===== config.mk =====
export PLATFORM = sky130hd
export DESIGN_NAME = pc_sequencer
export DESIGN_NICKNAME = d
export VERILOG_FILES = /design/src/rtl/pc_seq_pkg.sv /design/src/rtl/pc_target_calc.sv /design/src/rtl/pc_sequencer.sv
export SDC_FILE = /design/constraint.sdc
export NUM_CORES = 1
export LEC_CHECK = 0
export ABC_AREA = 0
export CAP_MARGIN = 25
export CORE_MARGIN = 2
export CORE_UTILIZATION = 45
export DETAILED_ROUTE_END_ITERATION = 6
export MAX_ROUTING_LAYER = met4
export PLACE_DENSITY = 0.76
export REMOVE_ABC_BUFFERS = 1
export SYNTH_ARGS = -nofsm -noshare
export SYNTH_HDL_FRONTEND = slang
export SYNTH_SLANG_ARGS = --single-unit

===== constraint.sdc =====
create_clock -name clk -period 8.4 [get_ports clk]
set_input_delay 1.26 -clock clk [delete_from_list [all_inputs] [get_ports clk]]
set_output_delay 1.26 -clock clk [all_outputs]
set_load 0.02 [all_outputs]

===== src/rtl/pc_seq_pkg.sv =====
// Shared types and default addresses for the MIPS-style PC sequencer.
// Imported by the sequencer, its target calculator and the stimulus interface.
package pc_seq_pkg;

  typedef enum logic [1:0] {
    ST_RUN   = 2'd0,
    ST_DELAY = 2'd1,
    ST_HALT  = 2'd2
  } pc_state_e;

  localparam logic [31:0] RESET_VECTOR_DEF = 32'hBFC0_0000;
  localparam logic [31:0] HALT_ADDR_DEF    = 32'h0000_0000;

endpackage


===== src/rtl/pc_target_calc.sv =====
// Combinational control-transfer target selection: pc+4, branch, J and JR targets.
// Priority among simultaneous requests is jump_reg > jump > branch_taken.
module pc_target_calc
  import pc_seq_pkg::*;
(
  input  logic [31:0] i_pc,
  input  logic        i_branch_taken,
  input  logic        i_jump,
  input  logic        i_jump_reg,
  input  logic [15:0] i_branch_offset,
  input  logic [25:0] i_jump_index,
  input  logic [31:0] i_reg_target,
  output logic [31:0] o_pc4,
  output logic [31:0] o_target,
  output logic        o_any_req
);

  logic [31:0] w_pc4;
  logic [31:0] w_branch_tgt;
  logic [31:0] w_jump_tgt;

  assign w_pc4        = i_pc + 32'd4;
  // Word offset: sign-extend then scale by 4 in one concatenation.
  assign w_branch_tgt = w_pc4 + {{14{i_branch_offset[15]}}, i_branch_offset, 2'b00};
  assign w_jump_tgt   = {w_pc4[31:28], i_jump_index, 2'b00};

  always_comb begin
    o_target = w_branch_tgt;
    if (i_jump_reg) begin
      o_target = i_reg_target;
    end else if (i_jump) begin
      o_target = w_jump_tgt;
    end
  end

  assign o_pc4     = w_pc4;
  assign o_any_req = i_branch_taken | i_jump | i_jump_reg;

endmodule


===== src/rtl/pc_sequencer.sv =====
// PC sequencer with one architectural branch delay slot and a terminal HALT state.
// All state is registered; pc changes only on an advancing clock edge.
module pc_sequencer
  import pc_seq_pkg::*;
#(
  parameter logic [31:0] RESET_VECTOR = RESET_VECTOR_DEF,
  parameter logic [31:0] HALT_ADDR    = HALT_ADDR_DEF
) (
  input  logic        clk,
  input  logic        rst,
  input  logic        stall,
  input  logic        instr_valid,
  input  logic        branch_taken,
  input  logic        jump,
  input  logic        jump_reg,
  input  logic [15:0] branch_offset,
  input  logic [25:0] jump_index,
  input  logic [31:0] reg_target,
  output logic [31:0] pc,
  output logic        active,
  output logic        delay_slot,
  output logic        dslot_err,
  output logic        addr_err,
  output pc_state_e   o_dbg_state
);

  pc_state_e   r_state,   w_state_nxt;
  logic [31:0] r_pc,      w_pc_nxt;
  logic [31:0] r_pending, w_pending_nxt;
  logic        r_dslot_err, w_dslot_err_nxt;
  logic        r_addr_err,  w_addr_err_nxt;

  logic [31:0] w_pc4;
  logic [31:0] w_target;
  logic        w_any_req;
  logic        w_advance;

  pc_target_calc u_target_calc (
    .i_pc            (r_pc),
    .i_branch_taken  (branch_taken),
    .i_jump          (jump),
    .i_jump_reg      (jump_reg),
    .i_branch_offset (branch_offset),
    .i_jump_index    (jump_index),
    .i_reg_target    (reg_target),
    .o_pc4           (w_pc4),
    .o_target        (w_target),
    .o_any_req       (w_any_req)
  );

  assign w_advance = instr_valid && !stall && (r_state != ST_HALT);

  always_comb begin
    w_state_nxt     = r_state;
    w_pc_nxt        = r_pc;
    w_pending_nxt   = r_pending;
    w_dslot_err_nxt = r_dslot_err;
    w_addr_err_nxt  = r_addr_err;
    if (w_advance) begin
      case (r_state)
        ST_RUN: begin
          w_pc_nxt = w_pc4;
          if (w_any_req) begin
            w_pending_nxt = w_target;
            w_state_nxt   = ST_DELAY;
            if (w_target[1:0] != 2'b00) w_addr_err_nxt = 1'b1;
          end
        end
        ST_DELAY: begin
          // Requests from the slot instruction itself are dropped and flagged.
          w_pc_nxt    = r_pending;
          w_state_nxt = (r_pending == HALT_ADDR) ? ST_HALT : ST_RUN;
          if (w_any_req) w_dslot_err_nxt = 1'b1;
        end
        default: begin
          w_state_nxt = r_state;
        end
      endcase
    end
  end

  always_ff @(posedge clk) begin
    if (rst) begin
      r_state     <= ST_RUN;
      r_pc        <= RESET_VECTOR;
      r_pending   <= 32'd0;
      r_dslot_err <= 1'b0;
      r_addr_err  <= 1'b0;
    end else begin
      r_state     <= w_state_nxt;
      r_pc        <= w_pc_nxt;
      r_pending   <= w_pending_nxt;
      r_dslot_err <= w_dslot_err_nxt;
      r_addr_err  <= w_addr_err_nxt;
    end
  end

  assign pc          = r_pc;
  assign active      = (r_state != ST_HALT);
  assign delay_slot  = (r_state == ST_DELAY);
  assign dslot_err   = r_dslot_err;
  assign addr_err    = r_addr_err;
  assign o_dbg_state = r_state;

endmodule


# == Word level (Yosys, flattened, before mapping) ==
# Cells that the tools add are included.
# Widths: inputs -> output; s select.
# word_totals
reg_bits,68
wordCells,30
in_bits,81
# classes
n_eq_ne,3
add_sub_neg,2
n_mux,6
n_reduce_logical,12
bitwise,2
# op_table
cell,n
$mux 32,2
$pmux 32 s2,1
$add 32x3->32 const B,1
$add 32x32->32,1
$logic_not 32->1,1
$reduce_and 3->1,3
$mux 2,2
$pmux 2 s2,1
$reduce_and 4->1,1
$reduce_bool 2->1,2
$eq 2x1->1 const B,1
$logic_and 1x1->1,2
$logic_not 2->1,1
$ne 2x1->1 const B,1
$ne 2x2->1 const B,1
$or 1x1->1,2
$reduce_and 2->1,1
$logic_not 1->1,1

# == Depth between registers and ports, before layout ==
# depth
word_depth,6
depth_mapped,17
mapped_depth_nobuf,16

# == Modules after synthesis ==
# From an unflattened synthesis, not the netlist that was laid out.
# unflattened
hier_cells,708
hier_area_um2,5570.3
# modules_own_cells
module,seq_area_each_um2,cells_per_inst,n_inst,area_per_inst_um2
pc_sequencer,1361.3,323,1,2904.0
pc_target_calc,0.0,385,1,2666.3

# == Least setup slack after synthesis ==
# Ideal clock, no wire load.
# synth_timing
path_type,flip-flop to flip-flop
startpoint,"register r_pc[4], in the netlist pc[4]"
endpoint,register r_pending[28]
n_path_buf,1
setup_ns,0.087
arrival_time_ns,3.415
stages_incl_launch_ff,17
slack_ns,4.898
path_cell_list,dfxtp_1 -> buf_4 -> nand3_1 -> nor3_2 -> and3_1 -> nand3_1 -> nor2_1 -> xor2_1 -> ha_1 -> a21oi_1 -> o211ai_1 -> a21oi_1 -> o32ai_1 -> o311a_1 -> o21a_1 -> o21a_1 -> o31ai_1
# synth_between
elab_chain_len,4
# synth_rtl
element,line_no,rtl
start: declaration,pc_sequencer.sv:28,"logic [31:0] r_pc, w_pc_nxt;"
start signal: assignment,pc_sequencer.sv:91,r_pc <= w_pc_nxt;
$add 32x3->32 *,pc_target_calc.sv:22,assign w_pc4 = i_pc + 32'd4;
$add 32x32->32,pc_target_calc.sv:24,"assign w_branch_tgt = w_pc4 + {{14{i_branch_offset[15]}}, i_branch_offset, 2'b00};"
$mux 32 *,pc_target_calc.sv:31,end else if (i_jump) begin
$mux 32 *,pc_target_calc.sv:29,if (i_jump_reg) begin
end signal: assignment,pc_sequencer.sv:92,r_pending <= w_pending_nxt;
end: declaration,pc_sequencer.sv:29,"logic [31:0] r_pending, w_pending_nxt;"
# Every way passes the cells marked *; elsewhere a longest branch is shown, timed or not.
# A chain may end at the register's enable or synchronous reset.

# == Worst setup path after layout ==
# layout_timing
startpoint,input branch_offset[15]
endpoint,register r_pending[29]
# layout_between
elab_chain_len,3
# layout_rtl
element,line_no,rtl
start: declaration,pc_sequencer.sv:16,"input logic [15:0] branch_offset,"
$add 32x32->32,pc_target_calc.sv:24,
$mux 32,pc_target_calc.sv:31,
$mux 32,pc_target_calc.sv:29,
# No other way between the ends.

==> results_dict.tcl <==
set metrics [dict create \
    yosysMostFrequentCell "nand2_1" \
    cts_setup_buffers 0 \
    start_util_pct 46.5 \
    syn_area_um2 5660 \
    r2r_setup_slack_ps 4270 \
    relSlewSlack_pct 34.5 \
    tightest_slew_ps 979 \
    setup.worst_path.end "r_pending[29]$_SDFFE_PP0P_" \
    yosysTopAreaCell "dfxtp_1" \
    drt_wl_total_um 19200 \
    cts_resized 0 \
    synth_top_family_by_area "compound AO/OA/AOI/OAI gates" \
    clock_sinks 68 \
    ys.warnings.count 0 \
    yosys.area_share.xor_xnor_pct 7.71 \
    crit_start "branch_offset[15]" \
    cts_tree "yes" \
    gr-total-overflow 0 \
    die_w_um 116 \
    cts-buffers-inserted 9 \
    antenna_left 0 \
    hold_slack_ps 478 \
    holdCritPathClass "flip-flop to flip-flop" \
    timing.rr.start "pc[4]$_SDFFE_PP0P_" \
    power_density_nw_per_um2 147 \
    ys_ff_latch 68 \
    synth_area_per_cell_um2 7.63 \
    h-tree-depth 3 \
    grt_pass1_vias 5874 \
    synthMuxAreaShare_pct 3.01 \
    port_buffers 118 \
    diodes 0 \
    power_mw 1.07 \
    fmax_mhz 239 \
    synth_top_area_share_pct 24.0 \
    routed_via_density 6.02 \
    drt_iter0_markers 765 \
    rows 40 \
    die_h_um 116 \
    synth_edf_count 0 \
    syn_inst 742 \
    drt_pass1_iterations 6 \
    drc 0 \
    peakVddDrop_mv 0.0930 \
    max_cap_viol_count 0 \
    clock_path_buffers 2 \
    area_growth_pct 28.6 \
    insertion_delay_ps 340 \
    top_level_ports 119 \
    cp.required_ps 8620 \
    setup_viol 0 \
    hpwl_um 14100 \
    ys_types 75 \
    vias 6085 \
    wl_per_cell_um 18.9 \
    grt_pass1_wl_um 30100 \
    ys_top_cells_by_count "82 x nand2_1, 80 x a21oi_1, 74 x nor2_1" \
    synth-compound-area-share_pct 28.1 \
    maxSlewViolCount 0 \
    synthFlopType "dfxtp_1" \
    status "finished, final reports clean" \
    reg2reg_depth 15 \
    die-area_um2 13500 \
    r2r-end "r_pending[28]$_SDFFE_PP0P_" \
    critPathMaxFanout 24 \
    layout.nets 957 \
    drive_gt1_share_pct 6.41 \
    ys_top_cells_by_area "dfxtp_1 24%, ha_1 8.2%, a21oi_1 7.1%, nand2_1 5.4%, nor2_1 4.9%" \
    antenna_found_initial 0 \
    tns_ps 0 \
    clk_pin_slew_ps 60 \
    root_buffer "clkbuf_16" \
    ctsHoldBuffers 0 \
    core_area_um2 12200 \
    start_kind "input pin" \
    period_minus_slack_ps 4190 \
    end_kind "flip-flop" \
    yosys.area_share.simple_pct 24.4 \
    gp_congestion 0.948 \
    hold_violations 0 \
    synth_fa_ha_area_share_pct 8.53 \
    leakagePower_nw 2.82 \
    crit_type "input pin to flip-flop" \
    fin_skew_ps 9.68 \
    crit_arrival_ps 4410 \
    grt_max_degree 62 \
    period_share_pct 49.9 \
    synth_seq_area_share_pct 24.0 \
    rsz0062_at_grt "no" \
    grt.total_usage_pct 29.5 \
    postSynth.asyncResetShare_pct 0 \
]
## through the flow
step / setup slack (ps) / cell area [um2] / utilization, % / instances
2_1_floorplan: 4780 / 5490 / - / 701
3_3_place_gp: 3940 / 6920 / 56.9 / 994
3_5_place_dp: 3920 / 6940 / 57.0 / 995
4_1_cts: 4270 / 7280 / 59.9 / 1011
5_1_grt: 4000 / 7280 / 59.9 / 1011
6_report: 4210 / 7280 / 59.9 / 1011
## registers in the layout, indices dropped and copies added, names as in the netlist
register     count
addr_err         1
pc              32
o_dbg_state      2
dslot_err        1
r_pending       32
## cell type report
| cell class | count | area (um2) |
|---|---|---|
| multi-input combinational | 615 | 4060 |
| sequential | 68 | 1360 |
| tap | 168 | 210 |
| inverter | 18 | 67.6 |
| timing repair buffer | 126 | 1240 |
| clock inverter | 6 | 113 |
| fill | 1095 | 4880 |
| clock buffer | 10 | 229 |
## placed cells by master, fill, tap and decap left out, types with 5 or more instances in the layout
cell             instances
a211oi_1                11
a21o_1                  14
a21oi_1                 80
a221oi_1                 8
a31oi_1                  5
and3_1                  13
buf_4                    7
clkbuf_16                9
clkdlybuf4s50_1        116
dfxtp_1                 68
ha_1                    37
inv_1                   17
mux2i_1                 17
nand2_1                 82
nand2b_1                12
nand3_1                 22
nand4_1                 11
nor2_1                  74
nor3_1                  15
nor4_1                   9
o211ai_1                26
o21a_1                   6
o21ai_0                 28
o21bai_1                 9
o221ai_1                10
o22ai_1                  7
or3_1                    6
xnor2_1                 31
xor2_1                  17
## where the power goes
group	internal [mW]	switching (mW)
Sequential	0.339	0.0215
Combinational	0.123	0.148
Clock	0.291	0.150
## kinds of logic (layout without fill, tap and decap cells)
group | Yosys count | after routing
and+or+nand+nor | 275 | 275
AOI/OAI and AO/OA | 236 | 236
DFF | 68 | 68
buffers and inverters | 59 | 160
xor gates and xnor gates | 49 | 49
adders and majority gates | 38 | 38
muxes | 17 | 17
## routing by layer
layer	vias up	share of wire (%)	global-route usage, %
met5	-	0	-
met4	0	1.9	8.49
met3	34	8.4	5.14
met2	279	47	47.5
met1	2854	43	38.2
li1	2918	-	-
## worst min-delay path by stage
stage / start / endpoint / slack [ps] / cells after the start
finish: pc[1]$_SDFFE_PP0P_ / pc[1]$_SDFFE_PP0P_ / 480 / 2
global route: pc[0]$_SDFFE_PP0P_ / pc[0]$_SDFFE_PP0P_ / 500 / 2
CTS: r_pending[8]$_SDFFE_PP0P_ / r_pending[8]$_SDFFE_PP0P_ / 480 / 2
detailed placement: addr_err$_SDFFE_PP0P_ / addr_err$_SDFFE_PP0P_ / 460 / 2
global placement: addr_err$_SDFFE_PP0P_ / addr_err$_SDFFE_PP0P_ / 460 / 2
floorplan: r_pending[14]$_SDFFE_PP0P_ / r_pending[14]$_SDFFE_PP0P_ / 440 / 2
## worst max-delay path: stages
cell and delay, ps:
clkdlybuf4s50_1 930, ha_1 640, a21oi_2 270, o21ai_0 110, a21o_1 200, a21o_1 170, a21oi_1 140, o21ai_0 100
or3_1 350, a21oi_1 170, o21ai_1 70
Note: power is estimated with default switching activity, not from simulation.
